## src/rtl/aes_pkg.sv

```systemverilog
// Shared types for the AES core arbiter: key-size modes, arbiter states and
// the latched per-grant core configuration.
package aes_pkg;
    typedef enum logic [1:0] {
        AES128 = 2'b00,
        AES192 = 2'b01,
        AES256 = 2'b10
    } aes_mode_t;

    typedef enum logic [1:0] {
        IDLE  = 2'b00,
        ISSUE = 2'b01,
        BUSY  = 2'b10,
        RESP  = 2'b11
    } arb_state_t;

    localparam logic [1:0] MODE_ILLEGAL = 2'b11;

    typedef struct packed {
        logic [1:0] mode;
        logic       enc_dec;
    } core_cfg_t;
endpackage

```

## src/rtl/rr_picker.sv

```systemverilog
// Combinational round-robin picker: first set request bit at or after ptr,
// walking cyclically, returned as one-hot grant plus index.
module rr_picker #(
    parameter  int N  = 4,
    localparam int IW = $clog2(N)
) (
    input  logic [N-1:0]  req,
    input  logic [IW-1:0] ptr,
    output logic [N-1:0]  grant,
    output logic [IW-1:0] idx,
    output logic          any
);
    logic [IW-1:0] j;

    always_comb begin
        grant = '0;
        idx   = '0;
        any   = 1'b0;
        j     = ptr;
        for (int i = 0; i < N; i++) begin
            if (!any && req[j]) begin
                any      = 1'b1;
                grant[j] = 1'b1;
                idx      = j;
            end
            // ptr is always < N, so explicit wrap keeps non-power-of-two N correct
            j = (j == IW'(N - 1)) ? '0 : j + 1'b1;
        end
    end
endmodule

```

## src/rtl/aes_core_arbiter.sv

```systemverilog
// Round-robin sharing of one AES round core between NUM_REQ requesters, with a
// watchdog that aborts a stuck core and reports the error to the winner.
module aes_core_arbiter
    import aes_pkg::*;
#(
    parameter  int NUM_REQ     = 4,
    parameter  int TIMEOUT_CYC = 48,
    localparam int IW          = $clog2(NUM_REQ),
    localparam int WW          = $clog2(TIMEOUT_CYC) + 1
) (
    input  logic                    clk,
    input  logic                    reset,
    input  logic [NUM_REQ-1:0]      req_valid,
    input  logic [NUM_REQ-1:0][1:0] req_mode,
    input  logic [NUM_REQ-1:0]      req_enc_dec,
    output logic [NUM_REQ-1:0]      req_ready,
    output logic                    core_start,
    output logic [1:0]              core_mode,
    output logic                    core_enc_dec,
    output logic                    core_flush,
    input  logic                    core_done,
    output logic [NUM_REQ-1:0]      rsp_valid,
    output logic                    rsp_err,
    input  logic [NUM_REQ-1:0]      rsp_ready,
    output logic                    busy,
    output logic [IW-1:0]           grant_id
);
    arb_state_t         state;
    logic [IW-1:0]      rr_ptr;
    logic [WW-1:0]      wd_cnt;
    logic               err_q;
    core_cfg_t          cfg_q;

    logic [NUM_REQ-1:0] pick_gnt;
    logic [IW-1:0]      pick_idx;
    logic               pick_any;
    logic               hs;
    logic               wd_last;

    rr_picker #(.N(NUM_REQ)) u_pick (
        .req   (req_valid),
        .ptr   (rr_ptr),
        .grant (pick_gnt),
        .idx   (pick_idx),
        .any   (pick_any)
    );

    // grant is drawn only from set req_valid bits, so any grant is a handshake
    assign hs      = (state == IDLE) && pick_any;
    assign wd_last = (wd_cnt == WW'(TIMEOUT_CYC - 1));

    always_ff @(posedge clk) begin
        if (!reset) begin
            state    <= IDLE;
            rr_ptr   <= '0;
            grant_id <= '0;
            wd_cnt   <= '0;
            err_q    <= 1'b0;
            cfg_q    <= '0;
        end else begin
            case (state)
                IDLE: begin
                    if (hs) begin
                        grant_id      <= pick_idx;
                        cfg_q.mode    <= req_mode[pick_idx];
                        cfg_q.enc_dec <= req_enc_dec[pick_idx];
                        rr_ptr        <= (pick_idx == IW'(NUM_REQ - 1)) ? '0 : pick_idx + 1'b1;
                        // illegal key size bypasses the core entirely
                        if (req_mode[pick_idx] == MODE_ILLEGAL) begin
                            err_q <= 1'b1;
                            state <= RESP;
                        end else begin
                            err_q <= 1'b0;
                            state <= ISSUE;
                        end
                    end
                end
                ISSUE: begin
                    wd_cnt <= '0;
                    state  <= BUSY;
                end
                BUSY: begin
                    if (wd_cnt != '1) wd_cnt <= wd_cnt + 1'b1;
                    if (core_done) begin
                        err_q <= 1'b0;
                        state <= RESP;
                    end else if (wd_last) begin
                        err_q <= 1'b1;
                        state <= RESP;
                    end
                end
                RESP: begin
                    if (rsp_ready[grant_id]) state <= IDLE;
                end
                default: state <= IDLE;
            endcase
        end
    end

    assign req_ready    = (state == IDLE) ? pick_gnt : '0;
    assign core_start   = (state == ISSUE);
    assign core_flush   = (state == BUSY) && !core_done && wd_last;
    assign core_mode    = cfg_q.mode;
    assign core_enc_dec = cfg_q.enc_dec;
    assign rsp_err      = (state == RESP) && err_q;
    assign busy         = (state != IDLE);

    for (genvar i = 0; i < NUM_REQ; i++) begin : g_rsp
        assign rsp_valid[i] = (state == RESP) && (grant_id == IW'(i));
    end
endmodule

```

## config.mk

```make
export PLATFORM = sky130hd
export DESIGN_NAME = aes_core_arbiter
export DESIGN_NICKNAME = d
export VERILOG_FILES = /design/src/rtl/aes_pkg.sv /design/src/rtl/rr_picker.sv /design/src/rtl/aes_core_arbiter.sv
export SDC_FILE = /design/constraint.sdc
export NUM_CORES = 1
export LEC_CHECK = 0
export ABC_CLOCK_PERIOD_IN_PS = 5100
export CORE_ASPECT_RATIO = 1.25
export CORE_MARGIN = 2
export CORE_UTILIZATION = 60
export DETAILED_ROUTE_END_ITERATION = 10
export DONT_BUFFER_PORTS = 1
export PLACE_DENSITY = 0.76
export SETUP_SLACK_MARGIN = 0.2
export SYNTH_ARGS = -nofsm -noshare
export SYNTH_HDL_FRONTEND = slang
export SYNTH_SLANG_ARGS = --single-unit
```

## constraint.sdc

```tcl
create_clock -name clk -period 5.1 [get_ports clk]
set_input_delay 1.02 -clock clk [delete_from_list [all_inputs] [get_ports clk]]
set_output_delay 1.02 -clock clk [all_outputs]
set_load 0.02 [all_outputs]
```

# After elaboration in Yosys (flattened, before gate mapping)
# Cells that the tools add are included.
# classes
addsub,5
magnitude_cmp,10
eq_ne,17
n_mux,52
bitwise_logic,3
reduce_logical,28
# ops
op,count
2-bit 2-to-1 mux,14
4-bit 2-to-1 mux,5
2-bit equality test (second input constant),9
2-bit by 3-bit less-than comparator with 1-bit output (second input constant),6
1-bit 2-to-1 mux,18
1-bit logical AND,15
7-bit case mux with 2 select lines,1
1-bit binary-select mux with 2-bit select,6
4-bit OR,3
2-bit by 1-bit adder with 2-bit output (second input constant),4
1-bit demux with 2-bit select,4
2-bit by 1-bit >= comparator with 1-bit output (second input constant),4
2-bit case mux with 4 select lines,1
7-bit by 1-bit adder with 7-bit output (second input constant),1
7-bit by 6-bit equality test with 1-bit output (second input constant),1
7-bit 2-to-1 mux,1
7-bit inequality test (second input constant),1
2-bit inequality test (second input constant),3
3-bit AND reduction,2
2-bit nonzero test,3
2-bit binary-select mux with 2-bit select,1
2-bit by 1-bit equality test with 1-bit output (second input constant),2
1-bit zero test,4
2-bit zero test,2
other kinds (3),4
# word_totals
register_bits,17
output_inout_bits,17

# Depth between registers and ports, before layout
# logic_depth
ltp_word,18
mapped_depth,12
depth_no_buf,9

# Modules after synthesis
# Synthesis repeated with hierarchy kept, for this count alone.
# hier_totals
cells_unflattened,192
area_unflattened_um2,1642.8
# by_module_without_submodules
module,instances,cells_per_inst,area_per_inst_um2,seq_area_each_um2
aes_core_arbiter,1,125,1084.8,340.3
rr_picker,1,67,558.0,0.0

# Least setup slack after synthesis
# No wires, ideal clock.
# synth_timing
path_kind,input -> output
from,input req_valid[2]
to,output req_ready[0]
arrival_ns,2.901
slack_ns,1.179
path_stages,6
path_buffers,2
path_cell_list,clkbuf_1 -> mux4_2 -> clkbuf_1 -> nor4_1 -> a22oi_1 -> a21oi_1
# synth_between
elab_chain_cells,13
elab_cells_between_ends,25
cone_classes,16 x mux; 3 x bitwise; 6 x reduce/logical
# synth_lines
element,line_no,text
"start, declared",aes_core_arbiter.sv:13,"input logic [NUM_REQ-1:0] req_valid,"
1-bit binary-select mux with 2-bit select,rr_picker.sv:21,if (!any && req[j]) begin
1-bit 2-to-1 mux (not written as such),rr_picker.sv:21,
1-bit 2-to-1 mux,rr_picker.sv:21,
1-bit zero test,rr_picker.sv:21,
1-bit logical AND,rr_picker.sv:21,
1-bit 2-to-1 mux,rr_picker.sv:21,
1-bit zero test,rr_picker.sv:21,
1-bit logical AND,rr_picker.sv:21,
1-bit 2-to-1 mux,rr_picker.sv:21,
1-bit zero test,rr_picker.sv:21,
1-bit logical AND,rr_picker.sv:21,
4-bit 2-to-1 mux (*),rr_picker.sv:21,
4-bit 2-to-1 mux (*),aes_core_arbiter.sv:100,assign req_ready = (state == IDLE) ? pick_gnt : '0;
"end, declared",aes_core_arbiter.sv:16,"output logic [NUM_REQ-1:0] req_ready,"
# Every way passes the cells marked *; elsewhere a longest branch is shown, timed or not. The select of a mux whose other input is x is not followed.

# Worst setup path in the final report
# layout_timing
from,register rr_ptr[0]
to,output req_ready[3]
# layout_between
elab_chain_cells,13
elab_cells_between_ends,54
cone_classes,3 x add/sub; 8 x order compare; 3 x eq/ne; 27 x mux; 3 x bitwise; 10 x reduce/logical
# layout_lines
element,line_no,text
"start, declared",aes_core_arbiter.sv:29,logic [IW-1:0] rr_ptr;
"start signal, assigned",aes_core_arbiter.sv:67,rr_ptr <= (pick_idx == IW'(NUM_REQ - 1)) ? '0 : pick_idx + 1'b1;
2-bit by 1-bit adder with 2-bit output (tied with other cells),rr_picker.sv:27,j = (j == IW'(N - 1)) ? '0 : j + 1'b1;
2-bit 2-to-1 mux or 1-bit 2-to-1 mux (tied branches),"rr_picker.sv:27, rr_picker.sv:21",
2-bit by 1-bit adder with 2-bit output (tied with other cells),rr_picker.sv:27,
2-bit 2-to-1 mux (tied with other cells),rr_picker.sv:27,
2-bit by 1-bit adder with 2-bit output (tied with other cells),rr_picker.sv:27,
2-bit 2-to-1 mux (tied with other cells),rr_picker.sv:27,
2-bit by 3-bit less-than comparator with 1-bit output (not written as such) (tied with other cells),rr_picker.sv:23,grant[j] = 1'b1;
1-bit logical AND (not written as such) (tied with other cells),rr_picker.sv:23,
1-bit 2-to-1 mux (not written as such) (tied with other cells),rr_picker.sv:23,
1-bit demux with 2-bit select (tied with other cells),-,
4-bit OR (no line) or 1-bit logical AND (tied branches),-,
4-bit 2-to-1 mux (*),rr_picker.sv:21,
4-bit 2-to-1 mux (*),aes_core_arbiter.sv:100,
# Marked as above.

==> results.py <==
metrics = {
    "finish": {
        "area_delta_synth_final_pct": 0.633,
        "final_area_sq_mm": 0.00159,
        "final_cell_mix": "17 x nor2_1, 17 x dfxtp_1, 15 x mux2i_1",
        "n_antenna_cell": 0,
        "drive_above_1_share_pct": 9.57,
        "seqCellArea_sq_um": 340,
        "fin_nets": 223,
        "multi_input_area_sq_mm": 0.00113,
        "n_fill_cell": 207,
    },
    "yosys": {
        "synth_edf_count": 0,
        "ys_types": 46,
        "ys.flop_type": "dfxtp_1",
        "mappedNetlistArea_sq_mm": 0.00158,
        "synthesis.nets": 229,
        "yosysWarnings": 0,
        "yosys_register_bits": 17,
        "synthCells": 195,
        "avgSynthCellArea_sq_um": 8.11,
        "async_reset_ff_share_pct": 0,
        "ys_seq_area_share_pct": 21.5,
    },
    "setup_path": {
        "cp-end-kind": "output pin",
        "crit_type": "flip-flop to output pin",
        "worstPathMaxFanout": 15,
        "worstPathRequired_ns": 4.08,
        "arrival_ns": 3.48,
        "crit_path_start_kind": "flip-flop",
    },
    "die": {
        "rows": 20,
        "die-width_um": 49.9,
        "start_util_pct": 63.8,
        "ios": 40,
        "core_area_sq_mm": 0.00248,
        "die-area_sq_mm": 0.00307,
        "die_h_um": 61.4,
    },
    "grt": {
        "grt_use_total_pct": 23.8,
        "grt_max_degree": 17,
        "overflow": 0,
        "antenna_found_initial": 0,
        "grt_pass1_vias": 1308,
        "grt_pass1_wl_mm": 5.68,
    },
    "clocking": {
        "cts_root_buf": "clkbuf_4",
        "hold_buffers": 0,
        "clockBufferDepth": 2,
        "ctsResizeCount": 0,
        "post_cts_buffers": 0,
        "htree_levels": 1,
        "cts_buffers": 3,
        "clk_pin_slew_ns": 0.11,
        "clock_sinks": 17,
        "insertion_delay_ns": 0.29,
        "cts_tree": "yes",
    },
    "routing": {
        "highest_layer": "met4",
        "dr_wl_met2_mm": 2.16,
        "drt-met1-wl_mm": 1.42,
        "antenna_left": 0,
        "viasPerCell": 6.59,
        "drt-pass1-iter-count": 5,
        "drtIter0Drc": 49,
        "wl_mm": 3.70,
        "routedWlPerCell_um": 16.7,
        "route.met3.wl_um": 103,
        "vias": 1456,
        "drc": 0,
    },
    "timing": {
        "slew_headroom_pct": 44.4,
        "fin_tns_setup_ns": 0,
        "post-route-period-util_pct": 88.3,
        "worst_pin_slew_ns": 0.826,
        "whs_ns": 0.526,
        "fmax_mhz": 222,
        "hold_viol_final": 0,
        "slew_viol_final": 0,
        "finalSetupViolCount": 0,
        "skew_ns": 0.00432,
        "fin_ws_ns": 0.598,
        "min_period_ns": 4.50,
        "rsz0062_at_grt": "no",
    },
    "place": {
        "pre_cts_ws_ns": 1.05,
        "dp_hpwl_mm": 2.84,
        "placed_area_sq_mm": 0.00156,
        "finalWeightedCongestion": 0.871,
        "port_buffers": 0,
    },
    "pwr": {
        "power_leakage_nw": 0.605,
        "ir_drop_mv": 0.262,
        "power_density_mw_per_mm2": 551,
    },
    "status": {
        "outcome": "completed",
    },
    "job": {
        "drv_cap": 0,
    },
    "worst_hold_path": {
        "hold_class": "flip-flop to flip-flop",
    },
}
## routing by layer
metal,vias up,track usage [%]
met2,38,51.0
met1,716,24.7
li1,700,-
met3,2,1.70
met4,0,6.75
met5,-,0
## state kept, by name, summed over array words and instances (netlist names)
register      cells
core_enc_dec      1
core_mode         2
err_q             1
grant_id          2
rr_ptr            2
state             2
wd_cnt            7
## metrics by stage
stage                     instances  util [%]  total power [mW]
after detailed placement        217      63.1             0.799
after global placement          217      63.1             0.779
after CTS                       221      64.2             0.873
after global routing            221      64.2             0.941
after floorplan                 195         -             0.725
final                           221      64.2             0.877
## area by class of cell
class,instances,area share [%]
Multi-Input combinational cell,154,71.2
Sequential cell,17,21.4
Inverter,13,3.07
Tap cell,33,2.59
Clock buffer,3,1.42
Clock inverter,1,0.314
## Yosys cell counts (4+ instances only)
master	count	area share (%)
mux2i_1	15	9.5
ha_1	11	8.7
o21ai_0	5	1.6
clkbuf_1	7	1.7
mux4_2	4	5.7
nand3_1	6	1.9
nor2_1	17	4.0
dfxtp_1	17	22
nand2_1	14	3.3
nor2b_1	7	2.8
a21oi_1	11	3.5
or3_1	4	1.6
inv_1	13	3.1
a22oi_1	10	4.7
or2_2	6	2.4
## worst paths after layout
path	from	to	cells past startpoint	slack [ns]
setup reg to reg	rr_ptr[0]	err_q	9	1.49
hold / removal	wd_cnt[6]	wd_cnt[6]	2	0.53
setup / recovery	rr_ptr[0]	req_ready[3]	7	0.60
hold reg to reg	wd_cnt[6]	wd_cnt[6]	2	0.53
## cells by family (layout without fill, tap and decap cells)
group,count (synthesis),count (layout),synth area share [%]
AOI/OAI and AO/OA,47,47,21.0
xor gates and xnor gates,3,3,1.66
adders and majority gates,11,11,8.70
muxes,19,19,15.2
and+or+nand+nor,74,74,25.1
buffers and inverters,24,17,6.80
DFF,17,17,21.5
## critical path, stage by stage, from the launching register on
cell     delay [ns]
dfxtp_1        0.69
inv_1          0.19
ha_1           0.56
mux2i_1        0.28
mux2i_1        0.13
nor4_1         0.73
a22oi_1        0.16
a21oi_1        0.45
## power by group
group	switching [mW]	leakage (nW)	internal, mW	total [mW]
sequential	0.0682	0.139	0.166	0.235
combinational	0.338	0.449	0.232	0.570
clock	0.0435	0.0177	0.0291	0.0726
(Power assumes the default switching activity.)
